===== config.mk =====
export PLATFORM = sky130hd
export DESIGN_NAME = unidad_busqueda
export DESIGN_NICKNAME = d
export VERILOG_FILES = /design/src/rtl/unidad_busqueda.sv
export SDC_FILE = /design/constraint.sdc
export NUM_CORES = 1
export LEC_CHECK = 0
export ABC_AREA = 1
export BUFFER_PORTS_ARGS = -buffer_cell sky130_fd_sc_hd__buf_2
export CORE_AREA = 8 8 124 114
export CTS_CLUSTER_SIZE = 10
export DETAILED_ROUTE_END_ITERATION = 6
export DIE_AREA = 0 0 132 122
export PLACE_DENSITY = 0.84
export SLEW_MARGIN = 40
export SYNTH_ARGS = -nofsm -noshare
export SYNTH_HDL_FRONTEND = slang
export SYNTH_SLANG_ARGS = --single-unit

===== constraint.sdc =====
create_clock -name clk -period 3.6 [get_ports clk]
set_input_delay 0.72 -clock clk [delete_from_list [all_inputs] [get_ports clk]]
set_output_delay 0.72 -clock clk [all_outputs]
set_load 0.05 [all_outputs]

===== src/rtl/unidad_busqueda.sv =====
// Instruction-fetch stage: holds the PC, feeds the external Sumador for PC+4,
// fetches over req/ack and hands each instruction plus its PC to decode.
module unidad_busqueda #(
    parameter int unsigned      ANCHO    = 32,
    parameter logic [ANCHO-1:0] PC_RESET = '0
) (
    input  logic             clk,
    input  logic             reset,
    output logic [ANCHO-1:0] suma_A,
    output logic [ANCHO-1:0] suma_B,
    input  logic [ANCHO-1:0] suma_O,
    input  logic             salto_valido,
    input  logic [ANCHO-1:0] salto_destino,
    output logic             mem_req,
    output logic [ANCHO-1:0] mem_dir,
    input  logic             mem_ack,
    input  logic [ANCHO-1:0] mem_dato,
    output logic [ANCHO-1:0] instr,
    output logic [ANCHO-1:0] instr_pc,
    output logic             instr_valida,
    input  logic             dec_listo,
    output logic [ANCHO-1:0] cuenta_instr
);

    typedef enum logic {
        BUSCA   = 1'b0,
        ENTREGA = 1'b1
    } estado_t;

    estado_t          r_estado;
    logic [ANCHO-1:0] r_pc;
    logic [ANCHO-1:0] r_instr;
    logic [ANCHO-1:0] r_instr_pc;
    logic [ANCHO-1:0] r_cuenta;
    logic [ANCHO-1:0] w_destino;

    // Redirect targets are forced to word alignment; the low two bits are dropped.
    assign w_destino = salto_destino & ~ANCHO'(3);

    always_ff @(posedge clk) begin
        if (reset) begin
            r_estado   <= BUSCA;
            r_pc       <= PC_RESET;
            r_instr    <= '0;
            r_instr_pc <= '0;
            r_cuenta   <= '0;
        end else begin
            case (r_estado)
                BUSCA: begin
                    if (salto_valido) begin
                        r_pc <= w_destino;
                    end else if (mem_ack) begin
                        r_instr    <= mem_dato;
                        r_instr_pc <= r_pc;
                        r_pc       <= suma_O;
                        r_estado   <= ENTREGA;
                    end
                end
                ENTREGA: begin
                    // A handshake coinciding with a redirect still counts.
                    if (dec_listo) begin
                        r_cuenta <= r_cuenta + ANCHO'(1);
                    end
                    if (salto_valido) begin
                        r_pc     <= w_destino;
                        r_estado <= BUSCA;
                    end else if (dec_listo) begin
                        r_estado <= BUSCA;
                    end
                end
                default: r_estado <= BUSCA;
            endcase
        end
    end

    assign suma_A       = r_pc;
    assign suma_B       = ANCHO'(4);
    assign mem_dir      = r_pc;
    assign mem_req      = (r_estado == BUSCA) & ~reset;
    assign instr_valida = (r_estado == ENTREGA) & ~reset;
    assign instr        = r_instr;
    assign instr_pc     = r_instr_pc;
    assign cuenta_instr = r_cuenta;

endmodule


# [Word level (Yosys, flattened, before mapping)]
# Cells that the tools add are included.
# Widths: inputs -> output; s select.
[word_totals] inputBits=101 register_bits=129 out_inout_bits=194 word_cells=25
[op_classes] reduce_logical=3 mux=9 addsub=1 n_eq_ne=2 bitwise=5
[ops] operator="$mux 32" count=3
[ops] operator="$pmux 32 s2" count=1
[ops] operator="$add 32x1->32 const B" count=1
[ops] operator="$mux 1" count=4
[ops] operator="$reduce_and 2->1" count=2
[ops] operator="$ne 3x3->1 const B" count=1
[ops] operator="$not 1->1" count=3
[ops] operator="$reduce_and 3->1" count=1
[ops] operator="$and 1x1->1" count=2
[ops] operator="$ne 2x2->1 const B" count=1
[ops] operator="$pmux 1 s2" count=1

# [Logic depth before layout (Yosys ltp)]
[depth] word_depth=3 depth_mapped=9 ltp_nobuf=9

# [Worst setup path after synthesis]
# No wires, ideal clock.
[synth_timing] kind="input -> output" start="input port reset" end="output port instr_valida" t_arrival_ns=1.577 path_slack_ns=1.303 path_stages=2 path_buffers=1 required_ns=2.880 cell_sequence="clkbuf_1 -> nor2_1"
[synth_via] elab_chain_len=2
[synth_rtl] element="start: declaration" line="8" text="input logic reset,"
[synth_rtl] element="$not 1->1" line="80" text="assign instr_valida = (r_estado == ENTREGA) & ~reset;"
[synth_rtl] element="$and 1x1->1" line="80"
[synth_rtl] element="end: declaration" line="20" text="output logic instr_valida,"
# No other way between the ends.

# [Final worst setup path]
[layout_timing] start="register r_estado" end="output port instr_valida"
[layout_via] elab_chain_len=1
[layout_rtl] element="start: declaration" line="30" text="estado_t r_estado;"
[layout_rtl] element="start signal: assignment" line="42" text="r_estado <= BUSCA;"
[layout_rtl] element="start signal: assignment" line="56" text="r_estado <= ENTREGA;"
[layout_rtl] element="start signal: assignment" line="66" text="r_estado <= BUSCA;"
[layout_rtl] element="$and 1x1->1" line="80"
# No other way between the ends.

==> impl_metrics.json <==
{
  "status": "finished, final reports clean",
  "ys_seq_elements": 129,
  "pin_count": 295,
  "r2r-start": "cuenta_instr[1]",
  "initial_core_util_pct": 48.2,
  "die_h_um": 122,
  "cts_setup_buffers": 0,
  "area_growth_syn_to_layout_pct": 27.7,
  "critPathArrivalTime_ns": 1.37,
  "hp-start": "instr_pc[27]",
  "post-route-worst-setup-slack_ns": 1.51,
  "ctsHoldBuffers": 0,
  "cts_max_level": 4,
  "fillers": 1074,
  "synth_area_sq_um": 5760,
  "met2_usage_pct": 35.1,
  "clock-sinks": 129,
  "slowest_delay_ns": 0.48,
  "seq_area_frac_synth_pct": 44.9,
  "core_area_sq_um": 11900,
  "instances_no_fill": 1154,
  "worst-path-buf-inv": 2,
  "hold_viol": 0,
  "slew_headroom_pct": 55.7,
  "drive_gt1_share_pct": 31.0,
  "cp_cell_sequence": "inv_1 > nor2_1 > buf_2",
  "pre_cts_slack_ns": 1.37,
  "async_flop_share_pct": 0,
  "drtAntennaViolNets": 0,
  "placementRows": 38,
  "place_congestion": 0.832,
  "synth_edf_count": 0,
  "p_leak_nw": 3.61,
  "synth-main-ff-cell": "dfxtp_1",
  "path_max_fanout": 5,
  "finalCritPeriodShare_pct": 58.1,
  "syn_area_per_cell_sq_um": 7.49,
  "required_ns": 2.88,
  "cts.repair.resized": 0,
  "ctsRootBufferMaster": "clkbuf_16",
  "cts_tree": "done",
  "drt_iter0_markers": 418,
  "yosys.cell_types.count": 31,
  "setup_viol_count_final": 0,
  "track_usage_pct": 20.9,
  "crit_path_top_delay_cell": "dfxtp_1",
  "powerDensity_nw_per_um2": 549,
  "cts-buffers-inserted": 17,
  "grt_use_met3_pct": 7.61,
  "fin_util_pct": 61.6,
  "ir_drop_mv": 0.366,
  "crit_path_start_kind": "flop",
  "fp.dieW_um": 132,
  "grt_util_met1_pct": 24.9,
  "crit_path_end_kind": "output pin",
  "grt_pass1_vias": 5217,
  "tightest_slew_ns": 0.664,
  "worstSetupStartpoint": "r_estado",
  "top_usage_layer": "met2",
  "nets": 1084,
  "report.final.slew_viol_count": 0,
  "wl_per_cell_um": 15.2,
  "maxCapViolCount": 0,
  "drc": 0,
  "drt-vias-per-instance": 4.88,
  "place.port_buffers": 260,
  "clk_pin_slew_ns": 0.05,
  "antenna_found_initial": 0,
  "hp-class": "flop to flop",
  "grt_pass1_wl_mm": 27.2,
  "setup.worst_path.class": "flop to output pin",
  "rsz0062_at_grt": "false",
  "die-area_sq_um": 16100,
  "wl_mm": 17.6,
  "period_minus_slack_ns": 2.09,
  "via_count": 5627,
  "dp_cells": 1123,
  "clk_latency_ns": 0.41,
  "finalSetupTns_ns": 0,
  "clock.fmax_ghz": 0.478,
  "diodes": 0,
  "synth_warnings": 0,
  "hpwl_mm": 13.2,
  "grt_start_max_net_pins": 64,
  "power_mw": 4.04,
  "clock_skew_ns": 0.00653,
  "synthCells": 768,
  "cts_buffer_depth": 2,
  "first_pass_iters": 5,
  "crit_family": "flip-flops",
  "overflow": 0
}
==> synthesized netlist by cell type, types with 2 or more instances <==
master	count	area, sq um
inv_1	39	146
o21ai_0	95	475
mux2i_1	30	300
buf_4	65	488
nor2_2	6	37.5
nor2_1	187	702
nand4_1	8	50.1
nand3b_1	2	15.0
nand2_1	68	255
inv_2	2	7.51
dfxtp_1	129	2580
nor3_1	6	30.0
or2_0	2	12.5
o21a_1	2	15.0
xor2_1	2	17.5
nand3_1	21	105
conb_1	2	7.51
o21ai_1	9	45.0
a21oi_1	48	240
buf_2	6	30.0
clkbuf_1	29	109
==> final cells by class <==
type	instances	area (sq um)	share of cell area, %
clock buffer	20	437	5.94
clock inverter	11	116	1.58
inverter	41	154	2.09
multi-input combinational	527	2510	34.2
sequential	129	2580	35.1
tap	160	200	2.72
timing repair buffer	266	1350	18.3
==> worst min-delay path, stage by stage, from the launching register on <==
cell     delay (ns)
dfxtp_1        0.32
nor2_1         0.04
nor2_1         0.08
==> where the power goes <==
group          switching, mW  internal, mW  total (mW)  leakage (nW)
combinational          0.667         0.187       0.855          2.28
sequential            0.0571          1.51        1.57          1.06
clock                  0.609          1.01        1.62         0.265
total                   1.33          2.71        4.04          3.61
==> layer usage <==
layer | vias up | routed length [um]
met3 | 14 | 1420
li1 | 2820 | -
met2 | 236 | 8480
met1 | 2557 | 7500
met4 | 0 | 173
met5 | - | 0
==> cells by family (layout without fill, tap and decap cells) <==
family	Yosys count	in the layout	synth area share (%)
compound gates	156	156	13.7
xor+xnor	3	3	0.457
fa+ha+maj	1	1	0.217
buf+inv	142	338	13.6
flops	129	129	44.9
mux	30	30	5.22
other cells	2	32	0.130
simple gates	305	305	21.8
==> path summary, 6_finish.rpt <==
kind | end | slack [ns] | cells past startpoint
setup / recovery | instr_valida | 1.51 | 3
hold / removal | instr_pc[27] | 0.47 | 2
setup reg to reg | cuenta_instr[14] | 1.89 | 8
hold reg to reg | instr_pc[27] | 0.47 | 2
==> layout by cell type, fill, tap and decap left out, drive strengths merged, types with 3 or more instances in the layout <==
master    Yosys  routed
buf          72     266
nand4         8       8
clkinv        0       6
nor3          6       6
nand2        70      70
o21ai       104     104
clkbuf       29      20
nor2        194     194
inv          41      41
mux2i        30      30
a21oi        48      48
dfxtp       129     129
clkinvlp      0       3
nand3        22      22
conb          2      32
==> registers in the layout, indices dropped and copies added, names as in the netlist <==
register,count
cuenta_instr,32
instr,32
instr_pc,32
mem_dir,32
r_estado,1
==> metrics by stage <==
step | instance area (sq um) | hold WS (ns)
2_1_floorplan | 5870 | 0.519
3_3_place_gp | 6790 | 0.448
3_5_place_dp | 6800 | 0.466
4_1_cts | 7350 | 0.479
5_1_grt | 7350 | 0.498
6_report | 7350 | 0.475
Note: power is estimated with default switching activity, not from simulation.
